==> src/rtl/ram_arbiter.sv <==
// Single-port arbiter for the shared system RAM (loader / video DMA / CPU).
// Latency: grant in cycle N, RAM strobe in N+1, read data and rvalid in N+2.
// Backpressure: a requester holds req/addr/data until it sees its combinational ack.
//
// Ports:
//   clk, reset_n                    clock, synchronous active-low reset
//   dl_active                       download session flag (RUN <-> LOAD)
//   ld_req/ld_addr/ld_din/ld_ack    loader write port; ld_count = bytes written this session
//   dma_req/dma_addr/dma_ack        video DMA read port; dma_rvalid/dma_rdata return path
//   cpu_req/cpu_wr/cpu_addr/cpu_din CPU port; cpu_ack, cpu_rvalid/cpu_rdata return path
//   ram_ce/ram_wr/ram_addr/ram_din  registered RAM command; ram_dout valid cycle after ram_ce
module ram_arbiter #(
    parameter int DATA         = 8,
    parameter int ADDR         = 14,
    parameter int CPU_WAIT_MAX = 3
) (
    input  logic              clk,
    input  logic              reset_n,
    input  logic              dl_active,
    input  logic              ld_req,
    input  logic [ADDR-1:0]   ld_addr,
    input  logic [DATA-1:0]   ld_din,
    output logic              ld_ack,
    output logic [ADDR:0]     ld_count,
    input  logic              dma_req,
    input  logic [ADDR-1:0]   dma_addr,
    output logic              dma_ack,
    output logic              dma_rvalid,
    output logic [DATA-1:0]   dma_rdata,
    input  logic              cpu_req,
    input  logic              cpu_wr,
    input  logic [ADDR-1:0]   cpu_addr,
    input  logic [DATA-1:0]   cpu_din,
    output logic              cpu_ack,
    output logic              cpu_rvalid,
    output logic [DATA-1:0]   cpu_rdata,
    output logic              ram_ce,
    output logic              ram_wr,
    output logic [ADDR-1:0]   ram_addr,
    output logic [DATA-1:0]   ram_din,
    input  logic [DATA-1:0]   ram_dout
);

    typedef enum logic {
        ST_RUN  = 1'b0,
        ST_LOAD = 1'b1
    } state_t;

    // Owner of a read travelling through the two-stage return pipeline.
    typedef enum logic [1:0] {
        TAG_NONE = 2'd0,
        TAG_DMA  = 2'd1,
        TAG_CPU  = 2'd2
    } tag_t;

    localparam logic [3:0]  WAIT_MAX  = 4'(CPU_WAIT_MAX);
    localparam logic [3:0]  WAIT_ONE  = 4'd1;
    localparam logic [ADDR:0] COUNT_MAX = {1'b1, {ADDR{1'b0}}};
    localparam logic [ADDR:0] COUNT_ONE = {{ADDR{1'b0}}, 1'b1};

    state_t            state_q, state_d;
    logic [3:0]        cpu_wait_q, cpu_wait_d;
    logic [ADDR:0]     ld_count_q, ld_count_d;
    logic              ram_ce_q, ram_ce_d;
    logic              ram_wr_q, ram_wr_d;
    logic [ADDR-1:0]   ram_addr_q, ram_addr_d;
    logic [DATA-1:0]   ram_din_q, ram_din_d;
    tag_t              tag1_q, tag1_d;
    tag_t              tag2_q, tag2_d;

    logic              ld_grant;
    logic              dma_grant;
    logic              cpu_grant;
    logic              cpu_first;

    // Grant decision. Held off while reset is asserted so nothing is
    // acknowledged that the reset edge would then throw away.
    always_comb begin
        ld_grant  = 1'b0;
        dma_grant = 1'b0;
        cpu_grant = 1'b0;
        cpu_first = 1'b0;
        if (reset_n) begin
            if (state_q == ST_LOAD) begin
                ld_grant = ld_req;
            end else begin
                // CPU jumps the queue once it has been starved long enough.
                cpu_first = cpu_req && (cpu_wait_q >= WAIT_MAX);
                dma_grant = dma_req && !cpu_first;
                cpu_grant = cpu_req && !dma_grant;
            end
        end
    end

    assign ld_ack  = ld_grant;
    assign dma_ack = dma_grant;
    assign cpu_ack = cpu_grant;

    // Next-state for session FSM, starvation counter and loader byte count.
    always_comb begin
        state_d    = dl_active ? ST_LOAD : ST_RUN;

        cpu_wait_d = cpu_wait_q;
        if (!cpu_req || cpu_grant) begin
            cpu_wait_d = 4'd0;
        end else if (dma_grant && (cpu_wait_q < WAIT_MAX)) begin
            cpu_wait_d = cpu_wait_q + WAIT_ONE;
        end

        ld_count_d = ld_count_q;
        if ((state_q == ST_RUN) && dl_active) begin
            // New session starts counting from zero on the entry edge.
            ld_count_d = '0;
        end else if (ld_grant && (ld_count_q != COUNT_MAX)) begin
            ld_count_d = ld_count_q + COUNT_ONE;
        end
    end

    // RAM command register and read-owner pipeline.
    always_comb begin
        ram_ce_d   = 1'b0;
        ram_wr_d   = 1'b0;
        ram_addr_d = ram_addr_q;
        ram_din_d  = ram_din_q;
        tag1_d     = TAG_NONE;
        if (ld_grant) begin
            ram_wr_d   = 1'b1;
            ram_addr_d = ld_addr;
            ram_din_d  = ld_din;
        end else if (dma_grant) begin
            ram_ce_d   = 1'b1;
            ram_addr_d = dma_addr;
            tag1_d     = TAG_DMA;
        end else if (cpu_grant) begin
            ram_ce_d   = !cpu_wr;
            ram_wr_d   = cpu_wr;
            ram_addr_d = cpu_addr;
            ram_din_d  = cpu_din;
            tag1_d     = cpu_wr ? TAG_NONE : TAG_CPU;
        end
        // Stage 2 lines up with ram_dout, one cycle after the strobe.
        tag2_d = tag1_q;
    end

    always_ff @(posedge clk) begin
        if (!reset_n) begin
            state_q    <= ST_RUN;
            cpu_wait_q <= 4'd0;
            ld_count_q <= '0;
            ram_ce_q   <= 1'b0;
            ram_wr_q   <= 1'b0;
            ram_addr_q <= '0;
            ram_din_q  <= '0;
            tag1_q     <= TAG_NONE;
            tag2_q     <= TAG_NONE;
        end else begin
            state_q    <= state_d;
            cpu_wait_q <= cpu_wait_d;
            ld_count_q <= ld_count_d;
            ram_ce_q   <= ram_ce_d;
            ram_wr_q   <= ram_wr_d;
            ram_addr_q <= ram_addr_d;
            ram_din_q  <= ram_din_d;
            tag1_q     <= tag1_d;
            tag2_q     <= tag2_d;
        end
    end

    assign ld_count   = ld_count_q;
    assign ram_ce     = ram_ce_q;
    assign ram_wr     = ram_wr_q;
    assign ram_addr   = ram_addr_q;
    assign ram_din    = ram_din_q;

    assign dma_rvalid = (tag2_q == TAG_DMA);
    assign cpu_rvalid = (tag2_q == TAG_CPU);
    assign dma_rdata  = dma_rvalid ? ram_dout : '0;
    assign cpu_rdata  = cpu_rvalid ? ram_dout : '0;

endmodule

==> config.mk <==
export PLATFORM = sky130hd
export DESIGN_NAME = ram_arbiter
export DESIGN_NICKNAME = d
export VERILOG_FILES = /design/src/rtl/ram_arbiter.sv
export SDC_FILE = /design/constraint.sdc
export NUM_CORES = 1
export LEC_CHECK = 0
export CAP_MARGIN = 20
export CORE_AREA = 2 2 79 81
export CTS_BUF_LIST = sky130_fd_sc_hd__clkbuf_2 sky130_fd_sc_hd__clkbuf_4 sky130_fd_sc_hd__clkbuf_8
export DETAILED_ROUTE_END_ITERATION = 8
export DIE_AREA = 0 0 81 83
export GPL_TIMING_DRIVEN = 0
export PLACE_DENSITY_LB_ADDON = 0.1
export SETUP_SLACK_MARGIN = 0.3
export SKIP_LAST_GASP = 1
export SYNTH_ARGS = -nofsm -noshare
export SYNTH_HDL_FRONTEND = slang
export SYNTH_SLANG_ARGS = --single-unit
==> constraint.sdc <==
create_clock -name clk -period 2.5 [get_ports clk]
set_clock_uncertainty 0.15 [all_clocks]
set_input_delay 0.625 -clock clk [delete_from_list [all_inputs] [get_ports clk]]
set_output_delay 0.625 -clock clk [all_outputs]
set_load 0.02 [all_outputs]
==> metrics <==
CTS tree=done; DR DRC count=0; Worst Hold Class=flop to flop; placer congestion estimate=0.791; min cycle time layout=2.48 ns; asr flop ratio synth=0%; Clock Latency Late Sink=0.31 ns; slowest CP cell=or4b_4; Die H=83 um; Final WS setup=0.0178 ns; Sink Count=48; Max Root-Sink Buffers=2; Root Driver=clkbuf_8; top post-synthesis cells by count=48 x dfxtp_1, 28 x a22oi_1, 24 x nand2_1; Final Hold Vio Count=0; row count=28; WHS=0.287 ns; Hold Buf Count CTS=0; critical path startpoint category=flop; grt met2 use=31.6%; total CTS buffers=5; total power=1.62 mW; total iterations of the first detailed-routing run=4; IO buf count=132; core area=0.00582 mm^2; RSZ-0062 raised after global routing=yes; Final Instance Count excl. Fillers=477; Seq/Total Area, Yosys=44.7%; synthesized flop and latch total=48; Vias per Instance=5.01; PwrDens=435 mW/mm^2; Initial Util=37.0%; worst slew pin tran=0.497 ns; Setup CP Type=flop to output port; number of flops mapped to enable cells by yosys=0; Synth area leaders=dfxtp_1 45%, a22oi_1 9.8%, and2_1 5.5%; syn_nets=330; average size of a mapped cell=8.47 um^2; Final ANT Viol Nets=0; Max VDD drop=0.000235 V; CP Capture Type=output port; register area=963 um^2; count leader, synth=dfxtp_1; Worst Path Arrival=1.71 ns; Post-Syn Instances=254; IO Pins=133; Largest delay share family, worst path=simple AND/OR/NAND/NOR gates; DPL Wire Length=4840 um; Yosys warning count=0; placed insts=461; post-layout instance area=0.00372 mm^2; period utilization=99.3%; via count=2,390; Fillers=542; layout cell share with drive strength beyond 1=15.4%; CP Buf/Inv Count=3; busiest grt layer=met2; DRT Wirelength=6610 um; Multi-input gate area=0.00115 mm^2; DR WL/cell=13.8 um; Slew HR=66.9%; final setup vio count=0; largest net degree at the start of global routing=14; die width=81 um; Synth top area share=44.7%; status=complete, no violations; Lkg Pwr=1.63 nW; cell area after synthesis=0.00215 mm^2; initial antenna violation count=0; met1 usage=22.4%; ys flop type=dfxtp_1; Nets=478; GRT Util Overall=19.5%; max-cap viol count=0; Peak Freq=403 MHz; first-pass GRT wire length=10,200 um; post-synthesis cell type count=38; vias in the first global route=2,264; worst slack at placement=-0.933 ns; worst-path fanout max=2; DR iter-0 viols=167; Slew Viols, Final=0; CP required=1.73 ns; H-tree depth=2; Layout area overhead=73.1%; antenna cells=0; cell taking the most area after synthesis=dfxtp_1; GRT overflow=0; met3 usage=7.93%; CP cell instances=ha_4, or4b_4, nand3_2, inv_2, buf_8, buf_6; Reg clk slew, reported paths=0.09 ns; CP peak stage delay=0.51 ns; Die Area=0.00672 mm^2; post-placement cell area=0.00359 mm^2
-- cell families after synthesis --
family | synth area share (%)
and+or+nand+nor | 28.8
xor gates and xnor gates | 3.26
buffers and inverters | 3.84
AOI/OAI and AO/OA | 17.7
DFF | 44.7
adders and majority gates | 1.75
-- registers in the layout, summed over array words and instances (netlist names) --
signal,flops
tag2_q,2
ram_addr,14
ram_ce,1
state_q,1
cpu_wait_q,4
ld_count,15
ram_din,8
ram_wr,1
tag1_q,2
-- per-layer routing --
metal / wire [um] / share of wire [%]
met5: 0 / 0
met4: 132 / 2.0
met3: 699 / 11
met2: 3070 / 46
met1: 2710 / 41
-- worst reg2reg max path: cells and delay by family (launching register included) --
| kind | cells | cell delay [ns] |
|---|---|---|
| adder cells (fa/ha/maj) | 1 | 0.15 |
| buffers and inverters | 3 | 0.39 |
| flip-flops | 1 | 0.34 |
| AND/OR/NAND/NOR | 4 | 0.89 |
-- metrics by stage --
| stage | TNS [ns] | util [%] |
|---|---|---|
| 4_1_cts | 0 | 63.4 |
| 3_3_place_gp | -5.66 | 61.7 |
| 3_5_place_dp | -5.58 | 61.7 |
| 5_1_grt | -0.0453 | 64.0 |
| 2_1_floorplan | 0 | - |
| 6_report | 0 | 64.0 |
-- where the power goes --
part	switching, mW	leakage (nW)	total [mW]	internal, mW
Clock	0.251	0.0445	0.453	0.201
Combinational	0.145	1.19	0.349	0.205
Sequential	0.0189	0.393	0.818	0.799
Total	0.415	1.63	1.62	1.20
-- worst paths after layout --
path                                                  from                       to  slack [ns]  cells after the start
worst max-delay path            cpu_wait_q[0]$_SDFFE_PP0P_                  cpu_ack        0.02                      6
worst min-delay path                  tag1_q[1]$_SDFF_PP0_     tag2_q[1]$_SDFF_PN0_        0.29                      1
worst min register to register        tag1_q[1]$_SDFF_PP0_     tag2_q[1]$_SDFF_PN0_        0.29                      1
worst max register to register  cpu_wait_q[0]$_SDFFE_PP0P_  ram_din[7]$_SDFFE_PN0P_        0.45                      8
-- layout by cell type, fill, tap and decap left out, types with 2 or more instances in the layout --
| cell | n |
|---|---|
| o21ai_0 | 10 |
| nor4_1 | 3 |
| dlymetal6s2s_1 | 7 |
| inv_1 | 4 |
| nand4_1 | 5 |
| a31o_2 | 2 |
| dfxtp_2 | 2 |
| clkdlybuf4s50_1 | 99 |
| buf_6 | 4 |
| dlygate4sd2_1 | 4 |
| clkbuf_1 | 4 |
| clkbuf_8 | 6 |
| o21a_1 | 2 |
| and3_1 | 2 |
| nor3_1 | 18 |
| xnor2_1 | 4 |
| or4_1 | 2 |
| ha_1 | 2 |
| clkbuf_2 | 4 |
| o31ai_1 | 4 |
| a22oi_1 | 28 |
| dfxtp_1 | 46 |
| nand2_1 | 24 |
| and2_1 | 19 |
| xor2_1 | 4 |
| nor2_1 | 23 |
| and4_1 | 2 |
| buf_2 | 18 |
| buf_1 | 2 |
| a211oi_1 | 2 |
| nand3_2 | 2 |
| nor2b_1 | 3 |
| a21oi_1 | 6 |
| nand3_1 | 4 |
| buf_4 | 11 |
-- repair_timing --
item / in CTS / in global routing
setup buffers: 8 / 1
pin swaps: 2 / 3
hold endpoints to repair: 0 / 0
resized for setup: 108 / 16
setup endpoints to repair: 38 / 28
-- cell type report --
class                      instances  area share [%]
multi-input combinational        185            30.8
inverter                           6           0.672
buffer                            15            2.72
clock buffer                       6            2.05
clock inverter                     1           0.134
sequential                        48            25.9
tap                               75            2.52
timing repair buffer             141            35.2
(Power assumes the default switching activity.)
